## config.mk

```make
export PLATFORM = sky130hd
export DESIGN_NAME = button_event_arbiter
export DESIGN_NICKNAME = d
export VERILOG_FILES = /design/src/rtl/button_event_arbiter.sv
export SDC_FILE = /design/constraint.sdc
export NUM_CORES = 1
export LEC_CHECK = 0
export CORE_MARGIN = 2
export CORE_UTILIZATION = 40
export DETAILED_ROUTE_END_ITERATION = 8
export PLACE_DENSITY = 0.67
export SYNTH_ARGS = -nofsm -noshare
export SYNTH_HDL_FRONTEND = slang
export SYNTH_SLANG_ARGS = --single-unit
```

## constraint.sdc

```tcl
create_clock -name clk -period 4.8 [get_ports clk]
set_input_delay 0.96 -clock clk [delete_from_list [all_inputs] [get_ports clk]]
set_output_delay 0.96 -clock clk [all_outputs]
set_load 0.01 [all_outputs]
```

## src/rtl/button_event_arbiter.sv

```systemverilog
// Four push-buttons -> synchronized, debounced, edge-detected presses, shared
// onto one valid/ack event channel by a round-robin arbiter (1=U 2=R 3=D 4=L).
module button_event_arbiter #(
  parameter int unsigned DEBOUNCE_CYCLES = 1000000,
  parameter int unsigned CNT_W           = 20
) (
  input  logic       clk,
  input  logic       reset,
  input  logic       BTNU,
  input  logic       BTNR,
  input  logic       BTND,
  input  logic       BTNL,
  input  logic       evt_ack,
  output logic       evt_valid,
  output logic [2:0] evt_code,
  output logic [3:0] held,
  output logic       dropped
);

  typedef enum logic {IDLE, PRESENT} state_t;

  state_t           state;
  logic [3:0]       btn_raw;
  logic [3:0]       s1, s2;
  logic [3:0]       held_d;
  logic [3:0]       press;
  logic [3:0]       pending;
  logic [3:0]       pending_nxt;
  logic [3:0]       grant_oh;
  logic             drop_nxt;
  logic [CNT_W-1:0] cnt [4];
  logic [1:0]       rr_last;
  logic [1:0]       grant_idx;
  logic [1:0]       cand;
  logic             grant_any;

  assign btn_raw = {BTNL, BTND, BTNR, BTNU};
  assign press   = held & ~held_d;

  // Cyclic search starting just after the last winner; offset 4 wraps to rr_last itself.
  always_comb begin
    grant_any = 1'b0;
    grant_idx = '0;
    grant_oh  = '0;
    cand      = '0;
    for (int unsigned off = 1; off <= 4; off++) begin
      cand = rr_last + 2'(off);
      if (!grant_any && pending[cand]) begin
        grant_any = 1'b1;
        grant_idx = cand;
      end
    end
    if (state == IDLE && grant_any)
      grant_oh[grant_idx] = 1'b1;
  end

  // A new press always re-arms pending, even when the same button is granted this cycle.
  always_comb begin
    pending_nxt = press | (pending & ~grant_oh);
    drop_nxt    = |(press & pending & ~grant_oh);
  end

  always_ff @(posedge clk or posedge reset) begin
    if (reset) begin
      s1        <= '0;
      s2        <= '0;
      held      <= '0;
      held_d    <= '0;
      for (int unsigned i = 0; i < 4; i++)
        cnt[i] <= '0;
      pending   <= '0;
      dropped   <= 1'b0;
      evt_valid <= 1'b0;
      evt_code  <= '0;
      rr_last   <= 2'd3;
      state     <= IDLE;
    end else begin
      s1     <= btn_raw;
      s2     <= s1;
      held_d <= held;
      for (int unsigned i = 0; i < 4; i++) begin
        if (s2[i] == held[i]) begin
          cnt[i] <= '0;
        end else if (cnt[i] == CNT_W'(DEBOUNCE_CYCLES - 1)) begin
          held[i] <= s2[i];
          cnt[i]  <= '0;
        end else begin
          cnt[i] <= cnt[i] + 1'b1;
        end
      end
      pending <= pending_nxt;
      dropped <= drop_nxt;
      case (state)
        IDLE: begin
          if (grant_any) begin
            evt_valid <= 1'b1;
            evt_code  <= {1'b0, grant_idx} + 3'd1;
            rr_last   <= grant_idx;
            state     <= PRESENT;
          end
        end
        PRESENT: begin
          if (evt_ack) begin
            evt_valid <= 1'b0;
            evt_code  <= '0;
            state     <= IDLE;
          end
        end
        default: state <= IDLE;
      endcase
    end
  end

endmodule

```

==> impl_results.md <==
- Critical path peak fanout: 11
- Number of synthesized flops with an enable pin: 0
- Mapped Cells: 500
- Cell area after synthesis: 5080 um^2
- Syn avg cell area: 10.2 um^2
- Most used DFF post-synth: dfrtp_1
- Hold slack: 348 ps
- Post-DRT Antenna Nets: 0
- Worst path arrival time: 2680 ps
- Cell Int Power: 1.35 mW
- Static leakage: 2.37 nW
- Clock Skew: 10.1 ps
- Max cap viols: 0
- Final hold viol count: 0
- Die height: 117 um
- Worst path top cell family by delay: compound AO/OA/AOI/OAI gates
- Initial core utilization: 40.6%
- Worst vdd ir: 158 uV
- Final min period: 2460 ps
- CTS Sinks: 108
- Net Switching: 0.367 mW
- Setup TNS Final: 0 ps
- Synth unique cells: 46
- CP peak stage delay: 860 ps
- Total power: 1.71 mW
- Starting DRT DRC Count: 286
- TritonCTS Buffers: 9
- Vias in the first global route: 3662
- Worst skew pair latency: 340 ps
- CTS tree: done
- Drt pass-1 iters: 4
- Hold buffers post-CTS: 0
- Diode count: 0
- Final Setup Violations: 0
- Fraction of layout cells with a size suffix above 1: 7.25%
- Storage cell area: 2710 um^2
- Core footprint: 12500 um^2
- Worst path bufs/invs: 1
- I/O pin total: 16
- Multi-input logic area: 2250 um^2
- RSZ-0062 raised after global routing: false
- Ys async rst share: 100%
- Fillers: 1207
- Post-DP HPWL: 6230 um
- Slowest-stage cell, CP: o41ai_2
- Hold crit path type: register to register
- Syn_nets: 515
- Area grow syn2layout: 12.6%
- Worst-margin pin slew: 1060 ps
- Worst slew margin: 29.2%
- Fmax: 407 MHz
- Register-to-register setup slack: 2340 ps
- Clock Power Share: 42.0%
- Run status: finished clean
- Hold Path Sink: s2[1]
- First-pass GRT wire length: 16300 um
- Crit path cell chain: ha_1, and4_1, nand2_1, o41ai_2, buf_4, nor2_1
- Layout Utilization: 45.7%
- DRC: 0
- Post-synthesis register bit count: 108
- Worst r2r src: cnt[60]
- Min-delay src: s1[1]
- Die width: 117 um
- Worst r2r path cells: 6
- Placed instance area: 5440 um^2
- CP startpoint kind: register
- FP Rows: 41
- Largest net degree at the start of global routing: 90
- Worst Hold Depth: 0
- CTS resizes: 0
- Worst-case clock buffer depth: 2
- Routed len/inst: 13.2 um
- Final Cycle Share: 51.2%
- Average vias per placed instance: 5.22
- Initial antenna violation count: 0
- Routability cong.: 0.841
- Die area: 13600 um^2
- WS Path Type: register to register
- Final Cell Area: 5720 um^2
- Commonest non-fill, non-tap cells in the layout: 106 x dfrtp_1, 66 x nor2_1, 33 x nand2_1
- Port Buffer Count: 15
- Post-synthesis sequential area ratio: 53.2%
- NumNets Final: 534
- Switching share of power: 21.4%
- Comb power frac: 3.4%
- Slew Viols, Final: 0
- Clock tree root driver cell: clkbuf_16
- Register share of total power: 54.5%
- Required time worst endpoint: 5020 ps
- GRT Total Usage: 14.7%
- Pwr Density: 299 nW/um^2
- Synth Warn #: 0
- H-tree levels: 3
- Setup crit end kind: register
- Commonest non-fill, non-tap cell in the layout: dfrtp_1
- Grt ovf: 0
- Via count: 3633
- Drt total wl: 9170 um
- Worst-path clk slew: 70 ps
- Reg-to-Reg End: cnt[63]
- Post-CTS Setup Bufs: 0
==> stage by stage <==
stage / cells / setup slack (ps)
floorplan: 500 / 998
global placement: 680 / 2260
detailed placement: 680 / 2230
CTS: 696 / 2330
global route: 696 / 2140
finish: 696 / 2340
==> routing by layer <==
| metal | wire (um) | share of wire [%] | global-route usage (%) | vias up |
|---|---|---|---|---|
| li1 | - | - | - | 1815 |
| met1 | 4430 | 48 | 19.5 | 1750 |
| met2 | 4410 | 48 | 24.5 | 62 |
| met3 | 232 | 2.5 | 2.80 | 6 |
| met4 | 99 | 1.1 | 4.86 | 0 |
| met5 | 0 | 0 | 0 | - |
==> power by group through the flow <==
stage	combinational [mW]	clock (mW)	sequential, mW
after floorplan	0.0387	0	0.950
after global routing	0.0688	0.780	0.936
final	0.0588	0.721	0.934
after global placement	0.0589	0	0.951
after CTS	0.0609	0.747	0.934
after detailed placement	0.0605	0	0.952
==> final cells by class <==
class	instances	area share, %
multi-input combinational	359	39.3
clock buffer	11	4.07
clock inverter	5	0.940
timing repair buffer	19	3.15
sequential	108	47.3
inverter	22	1.49
tap	172	3.76
==> cell usage after synthesis (15+ instances only) <==
library cell,count,area (um^2)
xnor2_1,27,236
a21oi_1,21,105
nand3_1,22,110
dfrtp_1,106,2650
nor2_1,66,248
o21ai_0,21,105
nor4_1,15,93.8
xor2_1,28,245
nand2_1,33,124
inv_1,22,82.6
nand4_1,24,150
==> worst reg2reg max path, stage by stage (launching register included) <==
cell and delay [ps]:
dfrtp_1 390, ha_1 210, and4_1 330, nand2_1 170, o41ai_2 860, buf_4 310, nor2_1 70
==> flip-flops by register name (all words and copies together), names as in the netlist <==
signal,count
held,4
pending,4
cnt,80
held_d,4
evt_code,3
s1,4
state,1
rr_last,2
dropped,1
s2,4
evt_valid,1
==> logic make-up after synthesis <==
family | count (synthesis) | synth area share [%]
AO/OA/AOI/OAI | 62 | 7.43
buffers and inverters | 33 | 2.76
flip-flops | 108 | 53.2
adder cells (fa/ha/maj) | 8 | 1.97
XOR/XNOR | 55 | 9.48
AND/OR/NAND/NOR | 228 | 23.8
multiplexers | 6 | 1.30
==> how the worst max path moves through the flow <==
stage,endpoint,slack [ps],depth (start not counted),start
3_3_place_gp,s2[0],2260,3,reset
5_1_grt,cnt[65],2140,6,cnt[60]
6_report,cnt[63],2340,6,cnt[60]
3_5_place_dp,cnt[68],2230,3,reset
4_1_cts,cnt[63],2330,6,cnt[60]
2_1_floorplan,cnt[0],1000,1,reset
(Power assumes the default switching activity.)
